===== src/rtl/logic_ops.sv =====
// ---------------------------------------------------------------------------
// LogicOps : registered bitwise logic unit for the ALU logic class.
//
// Computes NOT, AND, OR and (optionally) XOR on two WIDTH-bit operands and
// registers the selected result together with a zero flag and an error flag
// one cycle after a valid request. Outputs hold between requests.
//
// Optional feature macro: LOGIC_OPS_XOR_EN
//   defined   -> op 11 computes a ^ b
//   undefined -> op 11 is unsupported: c = 0, zero = 1, err = 1
//
// Ports:
//   clk        in   1      rising-edge clock
//   rst        in   1      asynchronous active-high reset
//   in_valid   in   1      request strobe, operands/op sampled when high
//   op         in   2      00 NOT, 01 AND, 10 OR, 11 XOR
//   a          in   WIDTH  first operand
//   b          in   WIDTH  second operand (ignored for NOT)
//   c          out  WIDTH  registered result
//   zero       out  1      registered flag, high when c is all zeros
//   err        out  1      registered flag, high when captured op unsupported
//   out_valid  out  1      one-cycle pulse per accepted request
// ---------------------------------------------------------------------------
module logic_ops #(
    parameter int WIDTH = 20
) (
    input  logic             clk,
    input  logic             rst,
    input  logic             in_valid,
    input  logic [1:0]       op,
    input  logic [WIDTH-1:0] a,
    input  logic [WIDTH-1:0] b,
    output logic [WIDTH-1:0] c,
    output logic             zero,
    output logic             err,
    output logic             out_valid
);

    // Operation encodings shared by the select logic.
    typedef enum logic [1:0] {
        OP_NOT = 2'b00,
        OP_AND = 2'b01,
        OP_OR  = 2'b10,
        OP_XOR = 2'b11
    } opSel_t;

    logic [WIDTH-1:0] w_notRes;
    logic [WIDTH-1:0] w_andRes;
    logic [WIDTH-1:0] w_orRes;
    logic             w_notZero;
    logic             w_andZero;
    logic             w_orZero;

    logic [WIDTH-1:0] w_selRes;
    logic             w_selZero;
    logic             w_selErr;

    logic [WIDTH-1:0] r_c;
    logic             r_zero;
    logic             r_err;
    logic             r_outValid;

    // Each sub-unit produces its own result and its own zero flag.
    assign w_notRes  = ~a;
    assign w_andRes  = a & b;
    assign w_orRes   = a | b;
    assign w_notZero = (w_notRes == '0);
    assign w_andZero = (w_andRes == '0);
    assign w_orZero  = (w_orRes  == '0);

`ifdef LOGIC_OPS_XOR_EN
    logic [WIDTH-1:0] w_xorRes;
    logic             w_xorZero;

    assign w_xorRes  = a ^ b;
    assign w_xorZero = (w_xorRes == '0);
`endif

    // Pick the sub-unit named by op. When XOR is not built, op 11 yields a
    // cleared result with zero set so the zero == (c == 0) invariant holds.
    always_comb begin
        w_selRes  = '0;
        w_selZero = 1'b1;
        w_selErr  = 1'b0;
        case (opSel_t'(op))
            OP_NOT: begin
                w_selRes  = w_notRes;
                w_selZero = w_notZero;
            end
            OP_AND: begin
                w_selRes  = w_andRes;
                w_selZero = w_andZero;
            end
            OP_OR: begin
                w_selRes  = w_orRes;
                w_selZero = w_orZero;
            end
            OP_XOR: begin
`ifdef LOGIC_OPS_XOR_EN
                w_selRes  = w_xorRes;
                w_selZero = w_xorZero;
`else
                w_selRes  = '0;
                w_selZero = 1'b1;
                w_selErr  = 1'b1;
`endif
            end
            default: begin
                w_selRes  = '0;
                w_selZero = 1'b1;
                w_selErr  = 1'b1;
            end
        endcase
    end

    // Output register: loads on a request, otherwise holds. out_valid is a
    // single-cycle pulse per accepted request. Reset clears everything
    // immediately and leaves zero high to match the cleared result.
    always_ff @(posedge clk or posedge rst) begin
        if (rst) begin
            r_c        <= '0;
            r_zero     <= 1'b1;
            r_err      <= 1'b0;
            r_outValid <= 1'b0;
        end else begin
            r_outValid <= in_valid;
            if (in_valid) begin
                r_c    <= w_selRes;
                r_zero <= w_selZero;
                r_err  <= w_selErr;
            end
        end
    end

    assign c         = r_c;
    assign zero      = r_zero;
    assign err       = r_err;
    assign out_valid = r_outValid;

endmodule


===== config.mk =====
export PLATFORM = sky130hd
export DESIGN_NAME = logic_ops
export DESIGN_NICKNAME = d
export VERILOG_FILES = /design/src/rtl/logic_ops.sv
export SDC_FILE = /design/constraint.sdc
export NUM_CORES = 1
export LEC_CHECK = 0
export CORE_ASPECT_RATIO = 0.8
export CORE_MARGIN = 8
export CORE_UTILIZATION = 55
export CTS_BUF_LIST = sky130_fd_sc_hd__clkbuf_4 sky130_fd_sc_hd__clkbuf_8
export DETAILED_ROUTE_END_ITERATION = 8
export DONT_BUFFER_PORTS = 1
export PLACE_DENSITY = 0.74
export RECOVER_POWER = 50
export SLEW_MARGIN = 20
export SYNTH_ARGS = -nofsm -noshare
export SYNTH_HDL_FRONTEND = slang
export SYNTH_SLANG_ARGS = --single-unit

===== constraint.sdc =====
create_clock -name clk -period 1.1 [get_ports clk]
set_clock_uncertainty 0.15 [all_clocks]
set_input_delay 0.33 -clock clk [delete_from_list [all_inputs] [get_ports clk]]
set_output_delay 0.33 -clock clk [all_outputs]
set_load 0.1 [all_outputs]

Yosys cells after proc, flatten, opt, wreduce, memory -nomap -nowiden
Index checks and enable logic that the tools add are counted.
Widths: inputs -> output; s select.
- reductions and logical operators: 4
- bitwise logic cells: 3
- mux-type cells: 3
- equality and inequality tests: 3
- operator list (cell ; number):
    $pmux 20 s4 ; 1
    $logic_not 20->1 ; 3
    $and 20x20->20 ; 1
    $not 20->20 ; 1
    $or 20x20->20 ; 1
    $eq 2x2->1 const B ; 2
    $pmux 1 s4 ; 1
    $eq 2x1->1 const B ; 1
    $logic_not 2->1 ; 1
    $mux 1 ; 1
- input bits: 45
- bits in registers: 23
- output and inout bits: 23
- logic and storage cells: 17

Depth between registers and ports, before layout
- depth in word-level cells: 3
- mapped depth: 8
- gate-level depth less buffers: 5

Least setup slack after synthesis
Ideal clock, no wire load.
- path type: input to register
- start point: input op[0]
- end point: register r_c[0] (netlist: c[0])
- library setup time: 0.137 ns
- arrival: 1.229 ns
- slack: -0.416 ns
- data required time: 0.813 ns
- stages: 8
- path buffers: 3
- path through: buf_2 nor2b_1 buf_4 buf_2 nand2_1 o21ai_0 a21oi_1 a21oi_1
- word-level cells in the longest chain between the ends: 2
- elaborated cells on any way between the ends: 5
- classes of those cells: 3 x eq/ne; 1 x mux; 1 x reduce/logical
- RTL lines (element ; RTL line ; text):
    start, declared ; 30 ; input logic [1:0] op,
    $eq 2x2->1 (tied with other cells) ; 85 ; case (opSel_t'(op))
    $pmux 20 s4 * ; 85 ;
    end signal, assigned ; 128 ; r_c <= w_selRes;
    end, declared ; 58 ; logic [WIDTH-1:0] r_c;
Mark *: on every way between the ends. The rest lies on a longest branch, timed or not.
A chain may end at the register's enable or synchronous reset.

Worst setup path in the final report
- start point: register r_zero (netlist: zero)
- end point: output zero
- RTL lines (element ; RTL line ; text):
    start, declared ; 59 ; logic r_zero;
    start signal, assigned ; 129 ; r_zero <= w_selZero;
    end, declared ; 34 ; output logic zero,
No word-level cell between the ends.

==> reports/metrics.yaml <==
p_leak_nw: 0.743
switching_share_pct: 46.4
maxCapViolations: 0
yosysTopAreaCell: "dfrtp_1"
fillCellCount: 208
layout-drive-gt1-share_pct: 33.6
p_comb_share_pct: 15.6
finalSetupViolCount: 37
clock-sinks: 23
ys_ff_latch: 23
rsz0062_at_grt: "yes"
power_density_nw_per_um2: 1370
violations: "negative setup slack"
port-buffer-count: 0
seq_area_frac_synth_pct: 35.1
finalHoldViolations: 0
power_frac_clock_pct: 18.9
worstHoldPathType: "in2reg"
grt_pass1_vias: 1661
post_cts_buffers: 0
crit_path_end_kind: "output port"
drc: 0
ctsHtreeMaxLevel: 1
antenna_found_initial: 0
wl_um: 6110
final_nets: 260
synth_area_leaders: "dfrtp_1 34%, a21oi_1 12%, xor2_1 10%"
synthCells: 215
viasPerCell: 6.94
post-route-min-period_ns: 1.55
fmaxAchievable_mhz: 647
worstPathArrival_ns: 1.07
timing.hold.ws_ns: 0.00347
grt-ovfl-total: 0
cp-start-kind: "flip-flop"
cts_buffers: 3
report.final.slew_viol_count: 0
p_int_mw: 1.52
tightest_slew_ns: 0.588
dpl.hpwl_um: 4260
final_common_cell: "a21oi_1"
final_cell_mix: "33 x a21oi_1, 23 x nor2_1, 22 x dfrtp_4"
num_rows: 17
grt_pass1_wl_um: 8800
path_clk_slew_ns: 0.08
wire_per_inst_um: 24.3
grt.met3_usage_pct: 8.82
core_um2: 2810
crit_path_max_fanout: 2
cts_tree: "built"
grt_usage_pct: 22.0
syn_nets: 260
grtUsageMet1_pct: 24.1
initial_core_util_pct: 58.5
irDropWorstVdd_mv: 1.25
first_pass_iters: 5
initialDrtViolationCount: 152
synth_cell_types: 29
die-area_um2: 5000
status: "finished with violations"
fin_crit_sh_pct: 141
cts-root-buf: "clkbuf_8"
busiest_layer: "met2"
clock_latency_ns: 0.26
chipWidth_um: 77.1
fin_ws_ns: -0.446
mappedNetlistArea_um2: 1640
cts_buffer_depth: 2
diodes: 0
die-height_um: 64.9
grt_max_degree: 39
total_power_mw: 2.84
yosysWarningCount: 0
max-slew-margin-rel_pct: 60.8
top_level_ports: 68
required_ns: 0.62
num_vias: 1748
syn_to_final_growth_pct: 26.7
power_switching_mw: 1.32
use_met2_pct: 38.3
critical_path_class: "reg2out"
ant_nets: 0
pwr-share-seq_pct: 65.4
gp_congestion: 1.03
syn_area_per_cell_um2: 7.64
yosysTopAreaCellShare_pct: 33.5
==> power groups by stage <==
stage | logic, mW | clock network, mW | registers, mW
4_1_cts | 0.387 | 0.544 | 1.83
3_5_place_dp | 0.365 | 0 | 1.85
2_1_floorplan | 0.355 | 0 | 1.82
5_1_grt | 0.494 | 0.566 | 1.87
3_3_place_gp | 0.347 | 0 | 1.84
6_report | 0.444 | 0.538 | 1.86
==> cells by family (layout without fill, tap and decap cells) <==
group,after synthesis,in the layout,synth area share [%]
buf+inv,17,16,4.73
compound gates,72,72,25.5
flops,23,23,35.1
xor+xnor,19,19,10.1
simple gates,84,84,24.5
==> stage by stage <==
step	setup WS, ns	std cells	TNS, ns	instance area [um2]	utilization [%]
2_1_floorplan	-0.377	215	-5.17	1790	-
6_report	-0.446	252	-7.00	2080	74.1
3_3_place_gp	-0.458	244	-4.54	1780	63.4
5_1_grt	-0.459	252	-7.92	2080	74.1
3_5_place_dp	-0.439	244	-5.30	1780	63.4
4_1_cts	-0.452	250	-9.05	1920	68.3
==> state kept, by name, indices dropped and copies added (netlist names) <==
register	count
err	1
out_valid	1
zero	1
c	20
==> cell type report <==
type	count	area [um2]	share of cell area [%]
Tap cell	38	47.5	2.29
Timing Repair Buffer	10	83.8	4.03
Clock buffer	4	48.8	2.35
Multi-Input combinational cell	175	1230	59.1
Inverter	2	7.51	0.361
Sequential cell	23	663	31.9
==> metal layers <==
metal,vias up,share of wire [%]
li1,762,-
met5,-,0
met1,815,34
met3,35,13
met4,0,4.0
met2,136,49
==> synth_stat cells <==
cell type,number
buf_2,4
nand4b_1,2
nand3_1,3
nor4_2,1
nor2b_1,4
clkbuf_1,6
nand3b_1,1
o221a_1,1
buf_4,2
dfstp_2,1
inv_1,2
nor4b_1,1
nor4_1,8
buf_1,2
nand4_1,7
xor2_1,19
a22o_1,3
or3_1,1
clkbuf_2,1
nor2_1,41
nand2_1,12
a21o_1,8
dfrtp_1,22
and3_1,1
o21ai_0,13
nor3_1,2
a22oi_1,4
a221oi_1,3
a21oi_1,40
==> timing repair <==
action	CTS	global route
cloned	0	1
hold buffers	2	1
setup endpoints to repair	33	45
hold endpoints to repair	17	4
resized for setup	14	39
pin swaps	3	5
==> final timing paths <==
| path | from | end | slack (ns) | cells past startpoint |
|---|---|---|---|---|
| worst max register to register | zero | zero | -0.13 | 1 |
| max in group asynchronous | rst | c[16] | 0.08 | 3 |
| worst min-delay path | in_valid | c[6] | 0.003 | 1 |
| worst min register to register | c[15] | c[15] | 0.65 | 2 |
| min in group asynchronous | rst | c[7] | 0.32 | 2 |
| worst max-delay path | zero | zero | -0.45 | 0 |
(Power assumes the default switching activity.)
==> variant 1: new RTL, same flow settings <==
Make the reset (`rst`) synchronous in one clocked block. Comments in the files are not updated.
--- a/src/rtl/logic_ops.sv
+++ b/src/rtl/logic_ops.sv
@@ -117,5 +117,5 @@
     // single-cycle pulse per accepted request. Reset clears everything
     // immediately and leaves zero high to match the cleared result.
-    always_ff @(posedge clk or posedge rst) begin
+    always_ff @(posedge clk) begin
         if (rst) begin
             r_c        <= '0;
Function: differs if rst is asserted again (counterexample within 4 cycles, from zero or initial values and one cycle with rst high); with rst held inactive, the same outputs for 10 cycles.
==> variant 1 against the unedited design <==
- the run ends with negative hold slack, negative setup slack left
- area after synthesis increased by 6.7%
- routed wire length is 4.3% higher
- sequential cell count unchanged
- synthesized cell count is 3.7% higher
- count of clock-buffer cells in the layout shrank 1
- cell area rose by 17%
- setup slack better by 0.24 ns
- first-iteration DRC count up 37%
- die area rose by 5.2%
- global-route usage grew 0.82 points
- largest cell class unchanged
- highest routed layer unchanged
Power is not compared: it rests on default switching activity, and its combinational part moved more than twofold at a synthesized area within 25%.
==> variant 1: results (changes against the unedited design) <==
Outcome:
- The flow ran to the end, but the final reports show violations.
- The final reports fail on negative hold slack, negative setup slack.

Timing:
- The final-layout worst hold slack came to -0.0470 ns (-0.0504 ns).
- The total of endpoints with negative setup slack in the final report is 33 (-11%).
- The minimum setup slack in the final design is -0.202 ns (+0.244 ns).
- The final-report hold violation count is 21 (+21).

Place:
- The worst slack after detailed placement is -0.394 ns (+0.0450 ns).
- The total half-perimeter wirelength after legalization and detailed placement is 4.54 mm (+6.5%).
- The weighted congestion reported at the end of routability-driven placement is 0.855 (-17%).
- The number of instances in the placed design was 268 (+9.8%).
- The cell area reported after detailed placement is 0.00223 sq mm (+25%).

Global routing:
- The total global routing track utilization is 0.228 (+0.00823).
- The maximum number of pins on one net before global-route repair is 46 (+18%).
- The via count of the first global-routing pass is 1802 (+8.5%).
- The met3 usage in global routing is 0.0833 (-0.00482).
- The global-route wire length before repair is 9.43 mm (+7.2%).

Routing:
- The number of design-rule violations left by the first detailed-router iteration was 208 (+37%).
- The detailed-routed wire length on met2 is 3.28 mm (+9.7%).
- The total length of routed met3 wires is 670 um (-15%).

Hold path:
- The hold path startpoint is rst.
- The worst hold path terminates at c[18].

Yosys:
- In the post-synthesis netlist, the biggest area contributors are sky130_fd_sc_hd__dfxtp_1, sky130_fd_sc_hd__xor2_1, sky130_fd_sc_hd__nor2_1.
- The share of the synthesized netlist area taken by xor and xnor gates is 0.0950 (-0.00637).
- The number of distinct library cells after synthesis is 33 (+14%).
- The share of flip-flops with an asynchronous set or reset is 0 (-1.00).

Clocking:
- The number of setup buffers added after CTS is 1 (+1).
- The number of hold buffers added after CTS is 1 (-1).

Finish:
- The fraction of final layout cells with drive strength greater than 1 was 0.467 (+0.130).
- The number of nets in the layout is 288 (+11%).

Critical path:
- The startpoint of the lowest-slack register-to-register path is zero.
- The terminus of the critical flop-to-flop path is zero.
[variant 1: worst max-delay path by stage]
stage	slack, ns	endpoint	from	depth (start not counted)
5_1_grt	-0.23	err	err	0
3_3_place_gp	-0.34	zero	b[14]	5
6_report	-0.20	c[5]	c[5]	1
2_1_floorplan	-0.29	c[2]	op[0]	8
4_1_cts	-0.21	err	err	0
3_5_place_dp	-0.39	zero	a[3]	5
[variant 1: cell type report]
class                      instances  area, sq um
clock buffer                       3         41.3
clock inverter                     1         5.00
fill                             210          633
inverter                           1         3.75
multi-input combinational        182         1280
sequential                        23          547
tap                               40         50.0
timing repair buffer              32          505
[variant 1: through the flow]
step / TNS [ns] / hold WS (ns)
2_1_floorplan: -4.63 / 0.243
3_3_place_gp: -3.27 / 0.239
4_1_cts: -4.56 / -0.0547
3_5_place_dp: -4.20 / 0.242
6_report: -4.92 / -0.0470
5_1_grt: -6.00 / -0.0617
==> variant 2: new RTL, same settings <==
Made on the original files. The option `LOGIC_OPS_XOR_EN` is turned on by a define.
--- a/src/rtl/logic_ops.sv
+++ b/src/rtl/logic_ops.sv
@@ -22,4 +22,6 @@
 //   out_valid  out  1      one-cycle pulse per accepted request
 // ---------------------------------------------------------------------------
+`define LOGIC_OPS_XOR_EN
+
 module logic_ops #(
     parameter int WIDTH = 20
Function: changed (Yosys sat finds a counterexample within 4 cycles, from zero or initial values and one cycle with rst high).
==> variant 2 against the unedited design <==
- critical path depth increased by 6
- routed wire length up 10%
- area after synthesis increased by 41%
- sequential cell count down 1
- utilization up 12 points
- worst hold slack improved by 0.0064 ns
- setup slack better by 0.027 ns
- synthesized cell count grew 0.93%
- total power increased by 39%
- sequential power shrank 28%
- die area up 31%
- combinational power rose to 4.6 times the old value
- register-to-register slack got worse by 0.04 ns
- the flow still finishes with violations (negative setup slack)
- cell area rose by 69%
==> variant 2: results (changes against the unedited design) <==
Outcome:
- The flow ran to the end, but the final reports show violations.
- The checks that failed: negative setup slack.

Finish:
- The fraction of final layout cells with drive strength greater than 1 is 0.675 (+0.338).
- The number of nets in the layout is 335 (+29%).

Critical path:
- The terminus of the critical flop-to-flop path is c[6].
- The worst setup path endpoint is zero.
- The start point of the critical path is a[1].
- The number of cells traversed by the worst register-to-register path is 3 (+2).
- The startpoint of the lowest-slack register-to-register path is c[6].
- The maximum fanout along the worst path came to 3 (+1).
- The worst reg-to-reg setup slack is -0.17 ns (-0.04 ns).

Timing:
- The minimum setup slack in the final design is -0.419 ns (+0.0268 ns).
- The total of endpoints with negative setup slack in the final report is 42 (+14%).

Yosys:
- The sequential element share of the synthesized area is 0.239 (-0.112).
- In the post-synthesis netlist, the biggest area contributors are sky130_fd_sc_hd__dfrtp_1, sky130_fd_sc_hd__ha_1, sky130_fd_sc_hd__mux4_2.
- Ranked by instance count, the synthesized netlist is headed by sky130_fd_sc_hd__inv_1, sky130_fd_sc_hd__ha_1, sky130_fd_sc_hd__dfrtp_1.
- The number of nets in the synthesized netlist is 302 (+16%).
- The number of distinct library cells after synthesis was 30 (+3.4%).

Global routing:
- The maximum number of pins on one net before global-route repair came to 26 (-33%).
- The global-route wire length before repair is 10.4 mm (+18%).

Routing:
- The post-detailed-route wirelength per cell came to 22.0 um (-9.1%).
- The count of vias placed by the detailed router is 1814 (+3.8%).

Pwr:
- The maximum vdd drop is 766 uV (-39%).

Place:
- The weighted congestion reported at the end of routability-driven placement is 0.872 (-15%).

Die:
- The core area is 0.00410 sq mm (+46%).
-- variant 2: changes by cell type after synthesis, moves of 7 or more --
cell	unedited run	this run
sky130_fd_sc_hd__a21oi_1	40	4
sky130_fd_sc_hd__mux4_2	0	15
sky130_fd_sc_hd__nor2_1	41	8
sky130_fd_sc_hd__inv_1	2	64
sky130_fd_sc_hd__nand2_1	12	2
sky130_fd_sc_hd__ha_1	0	40
sky130_fd_sc_hd__xor2_1	19	0
sky130_fd_sc_hd__mux2_2	0	8
sky130_fd_sc_hd__o21ai_0	13	0
sky130_fd_sc_hd__a21o_1	8	0
sky130_fd_sc_hd__mux2_4	0	7
-- variant 2: cells by family (layout without fill, tap and decap cells) --
logic type,after synthesis,in the layout,share of synthesized area
flops,22,22,0.239
buf+inv,74,106,0.142
compound gates,8,8,0.0266
simple gates,38,38,0.0971
fa+ha+maj,40,40,0.217
mux,34,34,0.277
other cells,1,1,0.00163
-- variant 2: how the worst min path moves through the flow --
| stage | endpoint | slack [ns] | depth (start not counted) |
|---|---|---|---|
| global route | c[13] | 0.004 | 1 |
| global placement | out_valid | -0.07 | 1 |
| floorplan | c[0] | 0.17 | 1 |
| finish | c[13] | 0.01 | 1 |
| CTS | c[13] | 0.005 | 1 |
| detailed placement | out_valid | -0.07 | 1 |
-- variant 2: stage by stage --
stage | power, W | setup TNS (ns) | util | setup slack, ns | std cells
2_1_floorplan | 0.00268 | -8.91 | - | -0.490 | 217
3_3_place_gp | 0.00319 | -9.80 | 0.791 | -0.795 | 293
3_5_place_dp | 0.00324 | -10.09 | 0.791 | -0.769 | 293
4_1_cts | 0.00389 | -10.72 | 0.842 | -0.396 | 304
5_1_grt | 0.00408 | -11.14 | 0.859 | -0.429 | 306
6_report | 0.00395 | -10.63 | 0.859 | -0.419 | 306
-- variant 2: metal layers --
metal | vias up | global-route usage | wire length, um
met5 | - | 0 | 0
met4 | 0 | 0.0636 | 101
met3 | 10 | 0.0397 | 543
met2 | 71 | 0.343 | 3420
met1 | 925 | 0.262 | 2680
li1 | 808 | - | -
-- variant 2: cell type report --
cell class	instances	area, sq um
clock buffer	4	48.8
tap	57	71.3
fill	185	578
multi-input combinational	121	1730
sequential	22	631
timing repair buffer	38	485
inverter	64	553
-- variant 2: timing repair --
action / 4_1_cts / 5_1_grt
pin swaps: 6 / 5
resized for setup: 29 / 21
buffers inserted: 6 / 2
hold buffers: 2 / 0
endpoints found under the hold margin: 27 / 0
setup endpoints to repair: 42 / 43
-- variant 2: report_power, final --
part           switching [W]  internal (W)
Sequential          0.000322       0.00100
Combinational        0.00110      0.000958
Clock               0.000285      0.000284
